### config.mk
export PLATFORM = sky130hd
export DESIGN_NAME = hazard_wall_controller
export DESIGN_NICKNAME = d
export VERILOG_FILES = /design/src/rtl/hazard_wall_controller.sv
export SDC_FILE = /design/constraint.sdc
export NUM_CORES = 1
export LEC_CHECK = 0
export ABC_AREA = 1
export BUFFER_PORTS_ARGS = -buffer_cell sky130_fd_sc_hd__buf_2
export CAP_MARGIN = 20
export CORE_MARGIN = 4
export CORE_UTILIZATION = 35
export CTS_CLUSTER_DIAMETER = 60
export DETAILED_ROUTE_END_ITERATION = 6
export GPL_ROUTABILITY_DRIVEN = 0
export SLEW_MARGIN = 20
export SYNTH_ARGS = -nofsm -noshare
export SYNTH_HDL_FRONTEND = slang
export SYNTH_SLANG_ARGS = --single-unit
### constraint.sdc
create_clock -name clk -period 4.2 [get_ports clk]
set_input_delay 0.42 -clock clk [delete_from_list [all_inputs] [get_ports clk]]
set_output_delay 0.42 -clock clk [all_outputs]
set_load 0.01 [all_outputs]
### src/rtl/hazard_wall_controller.sv
// Lava/hazard wall: idles until first player input, arms for START_DELAY game ticks,
// then advances by wall_speed per tick with saturating speed, end-stop parking and pushback.
module hazard_wall_controller #(
  parameter int unsigned X_W         = 10,
  parameter int unsigned SPEED_W     = 4,
  parameter int unsigned SCREEN_W    = 640,
  parameter int unsigned WALL_W      = 10,
  parameter int unsigned START_DELAY = 120,
  parameter int unsigned SPEED_INIT  = 1,
  parameter int unsigned SPEED_MAX   = 8,
  parameter int unsigned PUSHBACK    = 64
) (
  input  logic               clk,
  input  logic               rst,
  input  logic               game_tick,
  input  logic               any_input_level,
  input  logic               speed_boost_pulse,
  input  logic               pushback_pulse,
  input  logic               freeze,
  input  logic [X_W-1:0]     player_x,
  output logic [X_W-1:0]     wall_x,
  output logic [SPEED_W-1:0] wall_speed,
  output logic [1:0]         wall_state,
  output logic               hit_level,
  output logic               hit_pulse
);

  localparam int unsigned CNT_W    = (START_DELAY > 1) ? $clog2(START_DELAY) : 1;
  localparam int unsigned LIM      = SCREEN_W - WALL_W;
  localparam int unsigned LAST_CNT = (START_DELAY > 0) ? START_DELAY - 1 : 0;

  typedef enum logic [1:0] {
    S_IDLE   = 2'd0,
    S_ARMING = 2'd1,
    S_ACTIVE = 2'd2,
    S_PARKED = 2'd3
  } state_t;

  state_t             state;
  state_t             state_next;
  logic [CNT_W-1:0]   delay_cnt;
  logic [CNT_W-1:0]   cnt_next;
  logic [X_W-1:0]     wall_x_next;
  logic [SPEED_W-1:0] speed_next;
  logic               hit_next;
  logic               pulse_next;
  logic               advance;
  logic [X_W:0]       sum;
  logic [X_W:0]       reach;
  logic [X_W-1:0]     pushed_x;
  logic               at_end;

  // Frozen ticks are treated exactly like non-tick cycles.
  assign advance    = game_tick && !freeze;
  assign sum        = {1'b0, wall_x} + (X_W+1)'(wall_speed);
  assign at_end     = (sum >= (X_W+1)'(LIM));
  assign pushed_x   = (wall_x >= X_W'(PUSHBACK)) ? (wall_x - X_W'(PUSHBACK)) : '0;
  assign wall_state = state;

  // State and datapath registers.
  always_ff @(posedge clk) begin
    if (rst) begin
      state      <= S_IDLE;
      delay_cnt  <= '0;
      wall_x     <= '0;
      wall_speed <= SPEED_W'(SPEED_INIT);
      hit_level  <= 1'b0;
      hit_pulse  <= 1'b0;
    end else begin
      state      <= state_next;
      delay_cnt  <= cnt_next;
      wall_x     <= wall_x_next;
      wall_speed <= speed_next;
      hit_level  <= hit_next;
      hit_pulse  <= pulse_next;
    end
  end

  // Next-state logic; pushback always returns a moving wall to ACTIVE.
  always_comb begin
    state_next = state;
    if (advance) begin
      case (state)
        S_IDLE: begin
          if (any_input_level) begin
            state_next = (START_DELAY == 0) ? S_ACTIVE : S_ARMING;
          end
        end
        S_ARMING: begin
          if (delay_cnt == CNT_W'(LAST_CNT)) begin
            state_next = S_ACTIVE;
          end
        end
        S_ACTIVE: begin
          if (pushback_pulse) begin
            state_next = S_ACTIVE;
          end else if (at_end) begin
            state_next = S_PARKED;
          end
        end
        S_PARKED: begin
          if (pushback_pulse) begin
            state_next = S_ACTIVE;
          end
        end
        default: state_next = S_IDLE;
      endcase
    end
  end

  // Datapath: position, speed, arming counter and collision for the next cycle.
  always_comb begin
    wall_x_next = wall_x;
    speed_next  = wall_speed;
    cnt_next    = delay_cnt;
    hit_next    = hit_level;
    pulse_next  = 1'b0;
    reach       = '0;
    if (advance) begin
      if (speed_boost_pulse && (wall_speed < SPEED_W'(SPEED_MAX))) begin
        speed_next = wall_speed + SPEED_W'(1);
      end
      case (state)
        S_IDLE: begin
          if (any_input_level) begin
            cnt_next = '0;
          end
        end
        S_ARMING: begin
          cnt_next = (delay_cnt == CNT_W'(LAST_CNT)) ? '0 : (delay_cnt + CNT_W'(1));
        end
        S_ACTIVE: begin
          if (pushback_pulse) begin
            wall_x_next = pushed_x;
          end else if (at_end) begin
            wall_x_next = X_W'(LIM);
          end else begin
            wall_x_next = sum[X_W-1:0];
          end
        end
        S_PARKED: begin
          wall_x_next = pushback_pulse ? pushed_x : X_W'(LIM);
        end
        default: wall_x_next = '0;
      endcase
      // Collision uses the post-update position, widened to avoid overflow.
      reach      = {1'b0, wall_x_next} + (X_W+1)'(WALL_W);
      hit_next   = ((state_next == S_ACTIVE) || (state_next == S_PARKED)) &&
                   (reach >= {1'b0, player_x});
      pulse_next = hit_next && !hit_level;
    end
  end

endmodule

==> metrics.md, run 1 <==
| Metric | Value |
|---|---|
| Status | finished, final reports clean |
| Core outline area | 0.006756 mm^2 |
| Vias in the first global route | 2430 |
| Layout cell share with drive strength beyond 1 | 30.19% |
| Worst Path Required | 4.39 ns |
| Hold WS | 0.4469 ns |
| Synth cell types | 40 |
| Total congestion overflow | 0 |
| CP max-delay cell | dfxtp_4 |
| Die width | 91.13 um |
| # H-tree levels | 1 |
| Fin. Hold Viols | 0 |
| Initial antenna violation count | 0 |
| Crit-path max FO | 6 |
| Largest net degree at the start of global routing | 21 |
| CP endpoint kind | flip-flop |
| # port buffers | 34 |
| Fmax | 248.8 MHz |
| CP Launch Type | flip-flop |
| Post-Syn Instances | 374 |
| Diode count | 0 |
| Pwr per Cell Area | 203.0 mW/mm^2 |
| Seq/Total Area, Yosys | 20.69% |
| Routed via count | 2514 |
| Syn_area_per_cell | 6.467 um^2 |
| All-layer global routing usage | 15.84% |
| Most frequent cells in the layout | 67 x nand2_1, 56 x inv_1, 34 x buf_2 |
| Endpoints failing setup | 0 |
| Most common cell after layout, fill and taps aside | nand2_1 |
| First drt pass iteration count | 5 |
| # IOs | 35 |
| Maximum vdd drop | 103.8 uV |
| DR iter-0 viols | 123 |
| CTS buffer count | 3 |
| Yosys warnings | 0 |
| Syn nets | 412 |
| Initial Utilization | 35.80% |
| Worst Hold Class | input pin to flip-flop |
| DIE AREA | 0.008304 mm^2 |
| Fin nets | 463 |
| Die Span Y | 91.13 um |
| Post-route setup slack | 0.1808 ns |
| Worst r2r src | wall_x[0] |
| Worst rel slew slack | 65.19% |
| Minimum clock period | 4.019 ns |
| Clock Path Buffers | 2 |
| Top post-synthesis cells by area | dfxtp_1 21%, nand2_1 11%, ha_1 10% |
| Synth top area share | 20.69% |
| Clock latency at the later pin of the worst-skew pair | 0.29 ns |
| Area Overhead vs Synth | 24.37% |
| Total wire length | 6808 um |
| First-pass GRT wire length | 10970 um |
| Hold_sp | rst |
| Final Cycle Share | 95.69% |
| Slew @ Worst Pin | 0.5215 ns |
| Antenna viol nets, final | 0 |
| Clk root buf | clkbuf_8 |
| Mapped cell area | 0.002419 mm^2 |
| Reg clk slew, reported paths | 0.11 ns |
| Post-route DRC violation count | 0 |
| Clk_skew | 0.006106 ns |
| Max-slew violation count | 0 |
| Clock sink total | 25 |
| Fin util | 44.52% |
| Synth area leader | dfxtp_1 |
| Flop and latch count out of synthesis | 25 |
| Setup crit start | wall_x[0] |
| Crit path kind | flip-flop to flip-flop |
| Routed WL per cell | 13.51 um |
| Crit path largest cell delay | 0.38 ns |
| Worst slack, placed | -0.07769 ns |
| Vias per Instance | 4.988 |
| Hpwl dp | 5127 um |
| Max-cap viol count | 0 |
| CP Data Arrival Time | 4.20 ns |
| # rows | 30 |
| CTS tree | built |
| Static leakage power | 0.001488 uW |
## kinds of logic (layout without fill, tap and decap cells)
logic type / after synthesis / count (layout) / synth area share, %
flip-flops: 25 / 25 / 20.69
adder cells (fa/ha/maj): 21 / 21 / 11.17
AO/OA/AOI/OAI: 61 / 61 / 14.43
AND/OR/NAND/NOR: 180 / 180 / 37.40
buffers and inverters: 77 / 127 / 12.36
XOR/XNOR: 10 / 10 / 3.932
## per-stage QoR
| stage | total power [uW] | instance area (um^2) | cells | TNS (ns) |
|---|---|---|---|---|
| 3_3_place_gp | 425.7 | 2739 | 491 | 0 |
| 6_report | 610.5 | 3008 | 504 | 0 |
| 3_5_place_dp | 427.3 | 2739 | 491 | -0.1363 |
| 4_1_cts | 595.4 | 2801 | 496 | 0 |
| 2_1_floorplan | 371.9 | 2419 | 374 | 0 |
| 5_1_grt | 650.8 | 3008 | 504 | -0.1377 |
## timing repair
item	CTS	global route
pin swaps	1	27
buffers inserted	1	8
resized for setup	2	31
endpoints found under the setup margin	2	2
hold buffers	0	0
## cell usage after synthesis, drive strengths merged
library cell,count
nor2,37
a31oi,1
xnor2,4
fa,1
or2,1
o31ai,2
dfxtp,25
a21o,1
o22ai,1
nand2,91
clkinv,1
a41oi,1
o21ai,21
o211ai,1
o221ai,1
nand3,41
buf,3
inv,67
nor3,3
a21oi,29
a211oi,2
xor2,6
ha,20
nand4,7
clkbuf,6
o311ai,1
## where the power goes
group          internal, uW  leakage, uW  switching (uW)  total, uW
logic                  77.0      0.00126             110        187
registers               245     0.000204            12.0        257
clock network          70.0    0.0000261            96.3        166
total                   392      0.00149             219        611
## flip-flops by register name, indices dropped and copies added (netlist names)
name,count
wall_x,10
hit_pulse,1
hit_level,1
wall_speed,4
delay_cnt,7
wall_state,2
## per-layer routing
layer / vias up / wire [um] / global-route usage [%]
met2: 44 / 3414 / 28.76
met4: 0 / 140 / 3.643
met1: 1156 / 3035 / 19.37
met3: 12 / 217 / 2.651
met5: - / 0 / 0
li1: 1302 / - / -
## area by class of cell
class	instances	area [um^2]
clock buffers	3	41.29
clock inverters	1	8.758
fillers	723	3749
inverters	68	259.0
multi-input cells	272	1765
flip-flops and latches	25	505.5
well taps	80	100.1
repair buffers	55	327.8
## worst max-delay path, delay by kind of cell (launching register included)
| family | cells | cell delay [ns] |
|---|---|---|
| AO/OA/AOI/OAI | 6 | 0.77 |
| adder cells (fa/ha/maj) | 4 | 0.88 |
| buffers and inverters | 5 | 0.44 |
| flip-flops | 1 | 0.38 |
| AND/OR/NAND/NOR | 18 | 1.46 |
## path summary, 6_finish.rpt
check                   end  slack, ns  depth (start not counted)
setup / recovery  hit_level       0.18                         33
hold / removal    hit_level       0.45                          2
setup reg to reg  hit_level       0.18                         33
hold reg to reg   hit_pulse       0.45                          1
No activity file was read; power rests on OpenSTA's default activity.
==> inputs of run 2 (changes only) <==
--- a/config.mk
+++ b/config.mk
@@ -5,7 +5,6 @@
 export SDC_FILE = /design/constraint.sdc
 export NUM_CORES = 1
 export LEC_CHECK = 0
-export ABC_AREA = 1
 export BUFFER_PORTS_ARGS = -buffer_cell sky130_fd_sc_hd__buf_2
 export CAP_MARGIN = 20
 export CORE_MARGIN = 4
==> metrics.md, run 2 <==
| Metric | Value |
|---|---|
| Maximum vdd drop | 130.0 uV (+25%) |
| Status | finished, final reports clean |
| Synth top area share | 21.94% (+1.2 points) |
| CP max-delay cell | fa_1 |
| Endpoints failing setup | 0 (unchanged) |
| Most common cell after layout, fill and taps aside | nand2_1 |
| Minimum clock period | 3.980 ns (-0.03933 ns) |
| # IOs | 35 (unchanged) |
| Crit-path max FO | 4 (-2) |
| Mapped cell area | 0.002281 mm^2 (-5.7%) |
| Worst r2r src | wall_x[0] |
| Final Cycle Share | 94.76% (-0.94 points) |
| Die width | 88.73 um (-2.6%) |
| Main synth FF type | dfxtp_1 |
| CTS tree | built |
| Slew @ Worst Pin | 0.6589 ns (+0.1374 ns) |
| Crit path kind | flip-flop to flip-flop |
| Clk root buf | clkbuf_8 |
| Post-Place Cells | 415 (-15%) |
| Most frequent cells in the layout | 38 x nand2_1, 34 x buf_2, 31 x nor2_1 |
| Non-filler cells, final | 421 (-16%) |
| Synth area leader | dfxtp_1 |
| Most numerous cell in the Yosys netlist | nand2_1 |
| Hpwl dp | 4904 um (-4.4%) |
| CTS buffer count | 3 (unchanged) |
| Post-route setup slack | 0.2201 ns (+0.03933 ns) |
| Total wire length | 6361 um (-6.6%) |
| Clk_skew | 0.003115 ns (-0.002991 ns) |
| Fin util | 42.46% (-2.1 points) |
| Synth cell types | 55 (+38%) |
| Max-cap viol count | 0 (unchanged) |
| Ys async rst share | 0% (unchanged) |
| Reg2Reg Depth | 17 (-48%) |
| Most used cell, CP | ha_1 |
| Syn_area_per_cell | 7.503 um^2 (+16%) |
| CTS Hold Bufs | 0 (unchanged) |
| Routed WL per cell | 15.11 um (+12%) |
| Hold_sp | delay_cnt[1] |
| Critical Path, Cell by Cell | ha_1 -> inv_1 -> fa_1 -> nand2b_2 -> a211oi_2 -> xnor2_2 -> nand2b_1 -> o31ai_4 -> a22o_1 -> o211ai_1 -> xor2_1 -> ha_1 -> or3_1 -> nor3_1 -> o21ai_0 -> nand3_1 -> o311ai_1 |
| Post-Syn Instances | 304 (-19%) |
| Clock sink total | 25 (unchanged) |
| Worst Path Required | 4.35 ns (-0.04 ns) |
| Initial antenna violation count | 0 (unchanged) |
| Worst Hold Class | flip-flop to flip-flop |
| All-layer global routing usage | 16.56% (+0.73 points) |
| Flop and latch count out of synthesis | 25 (unchanged) |
| Syn nets | 342 (-17%) |
| Crit path largest cell delay | 0.39 ns (about the same) |
| Post-synth EDFFs | 0 (unchanged) |
| Initial Utilization | 35.92% (+0.12 points) |
| DR iter-0 viols | 137 (+11%) |
| Clock latency at the later pin of the worst-skew pair | 0.28 ns (about the same) |
| Seq/Total Area, Yosys | 21.94% (+1.2 points) |
| Fmax | 251.3 MHz (+0.99%) |
| Die Span Y | 88.73 um (-2.6%) |
| CP Launch Type | flip-flop |
| # rows | 29 (-3.3%) |
| Core outline area | 0.006350 mm^2 (-6.0%) |
| Post-route DRC violation count | 0 (unchanged) |
| First-pass GRT wire length | 10320 um (-6.0%) |
| # H-tree levels | 1 (unchanged) |
| Antenna viol nets, final | 0 (unchanged) |
| Synth cell count leaders | 38 x nand2_1, 31 x nor2_1, 25 x dfxtp_1 |
| Clock Path Buffers | 2 (unchanged) |
| CP endpoint kind | flip-flop |
| Largest registers | wall_x x10, delay_cnt x7, wall_speed x4 |
| Area Overhead vs Synth | 18.21% |
| Total power | 497.4 uW (-19%) |
| Max-slew violation count | 0 (unchanged) |
| Vias per Instance | 5.489 (+10%) |
| Static leakage power | 0.001100 uW (-26%) |
| Largest net degree at the start of global routing | 24 (+14%) |
| Worst rel slew slack | 55.73% (-9.5 points) |
| Routed via count | 2311 (-8.1%) |
| Diode count | 0 (unchanged) |
| Reg clk slew, reported paths | 0.10 ns (about the same) |
| Fin. Hold Viols | 0 (unchanged) |
| Top post-synthesis cells by area | dfxtp_1 22%, ha_1 11%, nand2_1 6.3% |
| DIE AREA | 0.007872 mm^2 (-5.2%) |
| TNS Setup | 0 ns (unchanged) |
| Max FFs per register | 10 (unchanged) |
| Total congestion overflow | 0 (unchanged) |
| # port buffers | 34 (unchanged) |
| Worst slack, placed | 0.1201 ns (+0.1978 ns) |
| Top reg by flops | wall_x |
| Yosys warnings | 0 (unchanged) |
| Fin nets | 383 (-17%) |
| CP Data Arrival Time | 4.13 ns (-0.07 ns) |
| First drt pass iteration count | 5 (unchanged) |
| Hold path cells | 2 (unchanged) |
| Pwr per Cell Area | 184.5 mW/mm^2 (-9.1%) |
| Setup crit start | wall_x[0] |
| Vias in the first global route | 2158 (-11%) |
| Layout cell share with drive strength beyond 1 | 22.38% (-7.8 points) |
[run 2: cell type report]
class	instances	area [um^2]
Timing Repair Buffer	50	290.3
Clock inverter	1	7.507
Tap cell	77	96.34
Sequential cell	25	500.5
Clock buffer	3	41.29
Multi-Input combinational cell	243	1678
Fill cell	633	3654
Inverter	22	82.58
[run 2: cell families (layout without fill, tap and decap cells)]
kind of cell             after synthesis  in the layout  synth area share (%)
buffers and inverters                 36             76                 6.692
multiplexers                           2              2                0.8777
flip-flops                            25             25                 21.94
adder cells (fa/ha/maj)               21             21                 11.85
AO/OA/AOI/OAI                         85             85                 26.77
XOR/XNOR                              17             17                 6.528
AND/OR/NAND/NOR                      118            118                 25.34
[run 2: per-layer routing]
metal  track usage (%)  up-vias  wire length (um)
li1                  -     1162                 -
met1             22.79     1100              2952
met2             28.00       45              3064
met3             2.328        4               303
met4             2.473        0                40
met5                 0        -                 0
[run 2: per-stage QoR]
stage | hold slack [ns] | instance area (um^2)
after global placement | 0.4877 | 2582
after detailed placement | 0.4873 | 2582
after floorplan | 0.4663 | 2281
after CTS | 0.5029 | 2631
after global routing | 0.5235 | 2696
final | 0.5043 | 2696
[run 2: path summary, 6_finish.rpt]
path | slack [ns] | endpoint
setup / recovery | 0.22 | hit_level
hold reg to reg | 0.50 | delay_cnt[1]
setup reg to reg | 0.22 | hit_level
hold / removal | 0.50 | delay_cnt[1]
[run 2: power by group]
group          internal (uW)  switching, uW
Combinational           40.3           53.6
Clock                   67.5           87.2
Sequential               241           7.53
[run 2: worst max-delay path, delay by kind of cell, from the launching register on]
family | cells | cell delay [ns]
AOI/OAI and AO/OA | 6 | 1.29
xor gates and xnor gates | 2 | 0.34
buffers and inverters | 1 | 0.07
and+or+nand+nor | 5 | 0.99
DFF | 1 | 0.35
adders and majority gates | 3 | 0.81
[run 2: timing repair]
action / CTS / global route
setup buffers: 0 / 2
endpoints found under the setup margin: 0 / 2
resized for setup: 0 / 10
